File: src/rtl/pending_bit_drain_if.sv
// Handshake bundle for pending_bit_drain: event/flush inputs from the producer side,
// issued-index valid/ready port and the live pending bitmap back from the drain.
interface pending_bit_drain_if #(
    parameter int WIDTH = 16,
    parameter int IDX_W = $clog2(WIDTH)
);
    logic [WIDTH-1:0] set;
    logic             flush;
    logic             out_valid;
    logic             out_ready;
    logic [IDX_W-1:0] out_idx;
    logic [WIDTH-1:0] pending;

    modport master (
        output set, flush, out_ready,
        input  out_valid, out_idx, pending
    );

    modport slave (
        input  set, flush, out_ready,
        output out_valid, out_idx, pending
    );
endinterface

File: src/rtl/pending_bit_drain.sv
// Pending-bit drain: captures per-index event pulses into a bitmap and issues one
// pending index per cycle over valid/ready, clearing each bit as it is issued.
module pending_bit_drain #(
    parameter int                WIDTH       = 16,
    parameter int                IDX_W       = $clog2(WIDTH),
    parameter bit                ROUND_ROBIN = 1'b1,
    parameter logic [WIDTH-1:0]  RST_PENDING = '0
) (
    input  logic               clk,
    input  logic               rst,
    pending_bit_drain_if.slave bus_io
);
    logic [WIDTH-1:0] pending_q, pending_d;
    logic             out_valid_q, out_valid_d;
    logic [IDX_W-1:0] out_idx_q, out_idx_d;
    logic [IDX_W-1:0] rr_ptr_q, rr_ptr_d;

    logic [WIDTH-1:0] candidates;
    logic             slot_free;
    logic [IDX_W-1:0] search_start;
    logic [IDX_W-1:0] sel;
    logic [WIDTH-1:0] sel_onehot;

    function automatic logic [IDX_W-1:0] first_from(
        input logic [WIDTH-1:0] vec,
        input logic [IDX_W-1:0] start
    );
        logic [IDX_W-1:0] found;
        int               pos;
        found = '0;
        // Walk the search order backwards so the earliest hit is the one left standing.
        for (int k = WIDTH - 1; k >= 0; k--) begin
            pos = (int'(start) + k) % WIDTH;
            if (vec[pos]) found = pos[IDX_W-1:0];
        end
        return found;
    endfunction

    assign candidates   = pending_q | bus_io.set;
    assign slot_free    = ~out_valid_q | bus_io.out_ready;
    assign search_start = ROUND_ROBIN ? rr_ptr_q : '0;
    assign sel          = first_from(candidates, search_start);

    always_comb begin
        sel_onehot      = '0;
        sel_onehot[sel] = 1'b1;
    end

    always_comb begin
        // NOTE: every next-state value gets a default first, so no path can infer a latch.
        pending_d   = candidates;
        out_valid_d = out_valid_q;
        out_idx_d   = out_idx_q;
        rr_ptr_d    = rr_ptr_q;
        if (bus_io.flush) begin
            pending_d   = '0;
            out_valid_d = 1'b0;
        end else if (slot_free) begin
            if (|candidates) begin
                out_valid_d = 1'b1;
                out_idx_d   = sel;
                pending_d   = candidates & ~sel_onehot;
                rr_ptr_d    = (sel == IDX_W'(WIDTH - 1)) ? '0 : sel + 1'b1;
            end else begin
                out_valid_d = 1'b0;
                pending_d   = '0;
            end
        end
    end

    // NOTE: sequential state uses non-blocking assignments so every register samples pre-edge values.
    always_ff @(posedge clk) begin
        if (rst) begin
            pending_q   <= RST_PENDING;
            out_valid_q <= 1'b0;
            out_idx_q   <= '0;
            rr_ptr_q    <= '0;
        end else begin
            pending_q   <= pending_d;
            out_valid_q <= out_valid_d;
            out_idx_q   <= out_idx_d;
            rr_ptr_q    <= rr_ptr_d;
        end
    end

    assign bus_io.out_valid = out_valid_q;
    assign bus_io.out_idx   = out_idx_q;
    assign bus_io.pending   = pending_q;
endmodule

File: src/flat_wrapper.sv
// flat-port wrapper written by rule: the top's interface ports become plain ports
module pending_bit_drain_flat 
#(
    parameter int                WIDTH       = 16,
    parameter int                IDX_W       = $clog2(WIDTH),
    parameter bit                ROUND_ROBIN = 1'b1,
    parameter logic [WIDTH-1:0]  RST_PENDING = '0
)
  (clk, rst, bus_io_set, bus_io_flush, bus_io_out_ready, bus_io_out_valid, bus_io_out_idx, bus_io_pending);
  pending_bit_drain_if #(.WIDTH(WIDTH), .IDX_W(IDX_W)) bus_io_i ();
  input  logic clk;
  input  logic rst;
  input wire logic [$bits(bus_io_i.set)-1:0] bus_io_set;
  input wire logic [$bits(bus_io_i.flush)-1:0] bus_io_flush;
  input wire logic [$bits(bus_io_i.out_ready)-1:0] bus_io_out_ready;
  output wire logic [$bits(bus_io_i.out_valid)-1:0] bus_io_out_valid;
  output wire logic [$bits(bus_io_i.out_idx)-1:0] bus_io_out_idx;
  output wire logic [$bits(bus_io_i.pending)-1:0] bus_io_pending;
  assign bus_io_i.set = bus_io_set;
  assign bus_io_i.flush = bus_io_flush;
  assign bus_io_i.out_ready = bus_io_out_ready;
  assign bus_io_out_valid = bus_io_i.out_valid;
  assign bus_io_out_idx = bus_io_i.out_idx;
  assign bus_io_pending = bus_io_i.pending;
  pending_bit_drain #(.WIDTH(WIDTH), .IDX_W(IDX_W), .ROUND_ROBIN(ROUND_ROBIN), .RST_PENDING(RST_PENDING)) u_core (.clk(clk), .rst(rst), .bus_io(bus_io_i));
endmodule
File: config.mk
export PLATFORM = sky130hd
export DESIGN_NAME = pending_bit_drain_flat
export DESIGN_NICKNAME = d
export VERILOG_FILES = /design/src/rtl/pending_bit_drain_if.sv /design/src/rtl/pending_bit_drain.sv /design/src/flat_wrapper.sv
export SDC_FILE = /design/constraint.sdc
export NUM_CORES = 1
export LEC_CHECK = 0
export CORE_ASPECT_RATIO = 1.2
export CORE_UTILIZATION = 55
export CTS_CLUSTER_DIAMETER = 30
export CTS_CLUSTER_SIZE = 16
export DETAILED_ROUTE_END_ITERATION = 7
export GPL_TIMING_DRIVEN = 0
export PLACE_DENSITY = 0.78
export RECOVER_POWER = 50
export SYNTH_ARGS = -nofsm -noshare
export SYNTH_HDL_FRONTEND = slang
export SYNTH_SLANG_ARGS = --single-unit
File: constraint.sdc
create_clock -name clk -period 12.8 [get_ports clk]
set_input_delay 2.56 -clock clk [delete_from_list [all_inputs] [get_ports clk]]
set_output_delay 2.56 -clock clk [all_outputs]
set_load 0.03 [all_outputs]
-- Yosys cells after proc, flatten, opt, wreduce, memory -nomap -nowiden
Cells that the tools add are included.
- bits in registers: 25
- input bits: 20
- output and inout port bits: 21
- word-level logic and storage cells: 148
- add/sub/neg operators: 16
- order comparisons: 18
- eq/ne operators: 1
- mux-type cells: 69
- bitwise gates (word level): 21
- reductions and logical operators: 19
- operators with widths (cell ; number):
    less-than comparator 5 x 6 -> 1 bit, second input constant ; 15
    2-to-1 mux 4 bit ; 17
    binary-select mux 1 bit (select 4 bit) ; 16
    OR reduction 4 bit ; 15
    2-to-1 mux 1 bit ; 33
    adder 4 bit, second input constant ; 8
    2-to-1 mux 16 bit ; 2
    adder 4 x 3 -> 4 bit, second input constant ; 4
    AND 16 bit ; 1
    NOT 16 bit ; 1
    bitwise OR 16 bit ; 1
    OR reduction 16 bit ; 1
    AND 1 bit, first input constant ; 15
    less-than comparator 4 x 5 -> 1 bit, second input constant ; 2
    adder 4 x 1 -> 4 bit, second input constant ; 2
    adder 4 x 2 -> 4 bit, second input constant ; 2
    demux 1 bit (select 4 bit) ; 1
    equality test 4 bit, second input constant ; 1
    >= comparator 4 x 1 -> 1 bit, second input constant ; 1
    AND reduction 3 bit ; 1
    NOT 1 bit ; 2
    OR reduction 2 bit ; 1
    logical AND 1 bit ; 1
    bitwise OR 1 bit ; 1

-- Longest topological paths before layout
- depth in word-level cells: 30
- depth in mapped cells: 17
- mapped depth without buffers: 13

-- Worst setup path before layout
Ideal clock, no wire load.
- path kind: in2reg
- from: input port bus_io_set[2]
- to: register u_core.rr_ptr_q[3]
- setup time: 132 ps
- arrival time: 5319 ps
- data required time: 12668 ps
- setup slack: 7348 ps
- stages: 11
- buffers on the path: 1
- cell sequence: or2_2 > mux4_2 > mux4_2 > a31oi_1 > o211ai_1 > and3_1 > o41ai_2 > and3b_1 > buf_4 > mux2i_1 > o311ai_1
- longest elaborated chain between the ends: 22
- elaborated cells on any way between the ends: 69
- those cells by class: add/sub: 1; eq/ne: 1; mux: 64; bitwise: 1; reduce/logical: 2
- ends and longest elaborated chain (item ; line ; text):
    start: declaration ; flat_wrapper.sv:13 ; input wire logic [$bits(bus_io_i.set)-1:0] bus_io_set;
    bitwise OR 16 bit * ; pending_bit_drain.sv:39 ; assign candidates = pending_q | bus_io.set;
    binary-select mux 1 bit (select 4 bit) ; pending_bit_drain.sv:34 ; if (vec[pos]) found = pos[IDX_W-1:0];
    2-to-1 mux 1 bit (implied by the code) (2 in a row) ; pending_bit_drain.sv:34 ;
    2-to-1 mux 4 bit (16 in a row) ; pending_bit_drain.sv:34 ;
    adder 4 x 1 -> 4 bit or equality test 4 bit (tied branches) ; pending_bit_drain.sv:63 ; rr_ptr_d = (sel == IDX_W'(WIDTH - 1)) ? '0 : sel + 1'b1;
    2-to-1 mux 4 bit ; pending_bit_drain.sv:63 ;
    end signal: assignment ; pending_bit_drain.sv:82 ; rr_ptr_q <= rr_ptr_d;
    end: declaration ; pending_bit_drain.sv:16 ; logic [IDX_W-1:0] rr_ptr_q, rr_ptr_d;
Mark *: on every way between the ends. The rest lies on a longest branch, timed or not. The select of a mux whose other input is x is not followed.
A chain may end at the register's enable or synchronous reset.

-- Worst setup path after layout
- from: input port bus_io_set[15]
- to: register u_core.pending_q[5] (netlist: u_core.bus_io.pending[5])
- longest elaborated chain between the ends: 28
- elaborated cells on any way between the ends: 74
- those cells by class: order compare: 2; mux: 67; bitwise: 3; reduce/logical: 2
- ends and longest elaborated chain (item ; line ; text):
    bitwise OR 16 bit * ; pending_bit_drain.sv:39 ;
    binary-select mux 1 bit (select 4 bit) ; pending_bit_drain.sv:34 ;
    2-to-1 mux 1 bit (implied by the code) (2 in a row) ; pending_bit_drain.sv:34 ;
    2-to-1 mux 4 bit (16 in a row) ; pending_bit_drain.sv:34 ;
    less-than comparator 4 x 5 -> 1 bit (implied by the code) or >= comparator 4 x 1 -> 1 bit (tied branches) ; pending_bit_drain.sv:46 ; sel_onehot[sel] = 1'b1;
    logical AND 1 bit (implied by the code) ; pending_bit_drain.sv:46 ;
    2-to-1 mux 1 bit (implied by the code) ; pending_bit_drain.sv:46 ;
    demux 1 bit (select 4 bit) ; - ;
    NOT 16 bit ; pending_bit_drain.sv:62 ; pending_d = candidates & ~sel_onehot;
    AND 16 bit ; pending_bit_drain.sv:62 ;
    2-to-1 mux 16 bit * ; pending_bit_drain.sv:59 ; if (|candidates) begin
    2-to-1 mux 16 bit * ; pending_bit_drain.sv:58 ; end else if (slot_free) begin
    end signal: assignment ; pending_bit_drain.sv:79 ; pending_q <= pending_d;
    end: declaration ; pending_bit_drain.sv:13 ; logic [WIDTH-1:0] pending_q, pending_d;
Marked as above.

==> results.toml <==
[outcome]
run_status = "complete, but fails checks"
violations = "DRC"

[power_and_ir_drop]
power.leakage_uw = 0.001480
swShare_pct = 58.75
clock_power_share_pct = 3.6
p_per_area_nw_per_um2 = 313.1
netSwitchingPower_uw = 759.8
pwr-share-seq_pct = 8.4
share_comb_of_total_power_pct = 88.0
peakVddDrop_v = 0.0002043
p_int_uw = 533.4

[cts]
clock_latency_ps = 270
htreeDepth = 1
cts_buffer_depth = 2
cts_resized = 0
post-cts-setup-buffers = 0
clock-root-buffer = "clkbuf_8"
path_clk_slew_ps = 80
cts_tree = "yes"
cts_sinks = 25
ctsHoldBuffers = 0
cts_made_buffers = 3

[floorplan]
core-area_sq_um = 6167
die-area_sq_um = 6841
fp.dieW_um = 75.67
fp.dieH_um = 90.41
start_util_pct = 58.08
rows = 31
ios = 41

[worst_hold_path]
min_path_type = "flop to flop"
holdPathStages = 2

[route]
first_pass_iters = 8
drtAntennaViolNets = 0
drc = 1
routed_wl_um = 13180
wl_per_cell_um = 23.75
drt_first_iter_violations = 666
viasPerCell = 7.613
dr_total_vias = 4225

[logic_synthesis]
async_reset_ff_share_pct = 0
synth_area_per_cell_sq_um = 8.350
yosysSeqAreaShare_pct = 13.97
ys_types = 72
syn_inst = 429
synth_edf_count = 0
synthFlopType = "dfxtp_1"
ys_seq_elements = 25
yosysWarningCount = 0
synth_nets = 458
synthesis.area_sq_um = 3582

[placed_design]
io_buffers = 40
pre_cts_slack_ps = 6237
place_hpwl_um = 10300
gp_congestion = 1.007

[timing]
period_minus_slack_ps = 6490
worstMarginPinSlew_ps = 1292
max_freq_ghz = 0.1541
fin_worst_skew_ps = 2.955
fin_tns_setup_ps = 0
fin_crit_sh_pct = 50.70
slew_violations = 0
rsz0062_at_grt = "false"
setup_viol = 0
finalWorstSetupSlack_ps = 6310
report.final.hold_viol_count = 0
max-slew-margin-rel_pct = 12.74

[final_layout]
fin_nets = 503
layout-drive-gt1-share_pct = 16.49
syn_to_final_growth_pct = 15.30
postLayoutCoreUtil_pct = 66.97
insertedDiodeCount = 0

[global_route]
grt_pass1_wl_um = 20820
track_usage_pct = 40.51
grt_remaining_overflow = 0
grt_antenna_before_repair = 0
grt_max_degree = 14
grt_pass1_vias = 4017

[job]
maxCapViolCount = 0

[setup_path]
critPathCaptureType = "flop"
critPathArrivalTime_ps = 6670
cp-start-kind = "primary input"
cp_max_fo = 4
critical_path_required_ps = 12980
crit_type = "primary input to flop"
rr_worst_depth = 15
[Yosys cell counts (3+ instances only)]
library cell  number  area [sq um]
a211o_1            3         26.28
a211oi_1          11         82.58
a21oi_1           15         75.07
a22o_1             5         43.79
a22oi_1            5         37.54
a311oi_1          10         87.58
a31oi_1            3         18.77
a41oi_1            3         26.28
and2_1             5         31.28
buf_2              9         45.04
clkbuf_1           9         33.78
clkinv_1           3         11.26
dfxtp_1           25         500.5
ha_1               9         112.6
inv_1              5         18.77
inv_2              3         11.26
mux2_2             4         45.04
mux2i_1            6         60.06
mux4_2            24         540.5
nand2_1           28         105.1
nand2b_1           3         18.77
nand3_1            3         15.01
nand4_1            4         25.02
nor2_1            57         214.0
nor3_1            15         75.07
nor3b_2            7         87.58
nor4_1            33         206.5
nor4b_1            4         35.03
o211ai_1           5         37.54
o21ai_0           14         70.07
o22ai_1            4         25.02
o41ai_1            6         52.55
o41ai_2            6         97.59
or2_1              5         31.28
or2_2             11         68.82
or4_1              3         22.52
xnor2_1           12         105.1
xor2_1             4         35.03
[worst paths after layout]
check                                                              to                                   from  slack (ps)
worst max register to register    u_core.bus_io.pending[5]$_SDFF_PP0_        u_core.rr_ptr_q[1]$_SDFFE_PP0P_        7180
worst min-delay path            u_core.bus_io.out_idx[3]$_SDFFE_PP0P_  u_core.bus_io.out_idx[3]$_SDFFE_PP0P_         490
worst min register to register  u_core.bus_io.out_idx[3]$_SDFFE_PP0P_  u_core.bus_io.out_idx[3]$_SDFFE_PP0P_         490
worst max-delay path              u_core.bus_io.pending[5]$_SDFF_PP0_                         bus_io_set[15]        6310
[area by class of cell]
| type | count | area, sq um |
|---|---|---|
| buffer | 22 | 112.6 |
| tap | 82 | 102.6 |
| clock buffer | 4 | 45.04 |
| inverter | 11 | 41.29 |
| multi-input combinational | 371 | 2928 |
| timing repair buffer | 40 | 400.4 |
| sequential | 25 | 500.5 |
| fill | 498 | 2037 |
[metal layers]
metal	wire length, um	part of all wire (%)	GRT usage, %
met5	0	0	0
met4	787	6.0	22.84
met2	6036	46	61.83
met1	4888	37	51.02
met3	1467	11	9.933
[worst max-delay path, stage by stage]
cell,delay (ps)
clkdlybuf4s50_1,480
nor3_1,710
nor4_1,180
nor4_1,750
o2111ai_1,340
nor4_1,430
o2bb2ai_1,150
o41ai_2,370
inv_1,150
ha_1,290
a311oi_1,260
[cells by family (layout without fill, tap and decap cells)]
group                    count (synthesis)  in the layout  share of synthesized area [%]
flip-flops                              25             25                          13.97
multiplexers                            35             35                          18.44
AND/OR/NAND/NOR                        191            191                          29.20
buffers and inverters                   33             77                          4.296
adder cells (fa/ha/maj)                  9              9                          3.144
AO/OA/AOI/OAI                          120            120                          27.04
XOR/XNOR                                16             16                          3.912
[state kept, by name, summed over array words and instances, names as in the netlist]
name,count
u_core.rr_ptr_q,4
u_core.bus_io.out_valid,1
u_core.bus_io.out_idx,4
u_core.bus_io.pending,16
[through the flow]
stage | cell area [sq um] | hold WS, ps | instances | total power (uW)
5_1_grt | 4130 | 513.7 | 555 | 1365
3_5_place_dp | 4085 | 485.1 | 551 | 1195
4_1_cts | 4130 | 497.0 | 555 | 1248
3_3_place_gp | 4085 | 458.4 | 551 | 1185
2_1_floorplan | 3582 | 598.7 | 429 | 913.3
6_report | 4130 | 492.2 | 555 | 1293
[cells in the final DEF, fill, tap and decap left out, drive strengths merged, types with 13 or more instances in the layout]
cell type	count
clkdlybuf4s50	18
buf	13
nor3	15
or2	17
a21oi	15
nor4	34
mux4	24
clkbuf	13
nor2	57
dlygate4sd3	22
dfxtp	25
o21ai	14
nand2	28
[power by group through the flow]
stage | registers (uW) | logic (uW) | clock network, uW
6_report | 109 | 1140 | 46.8
2_1_floorplan | 129 | 784 | 0
3_5_place_dp | 111 | 1080 | 0
5_1_grt | 110 | 1210 | 49.1
3_3_place_gp | 110 | 1080 | 0
4_1_cts | 109 | 1090 | 46.6
No activity file was read; power rests on OpenSTA's default activity.
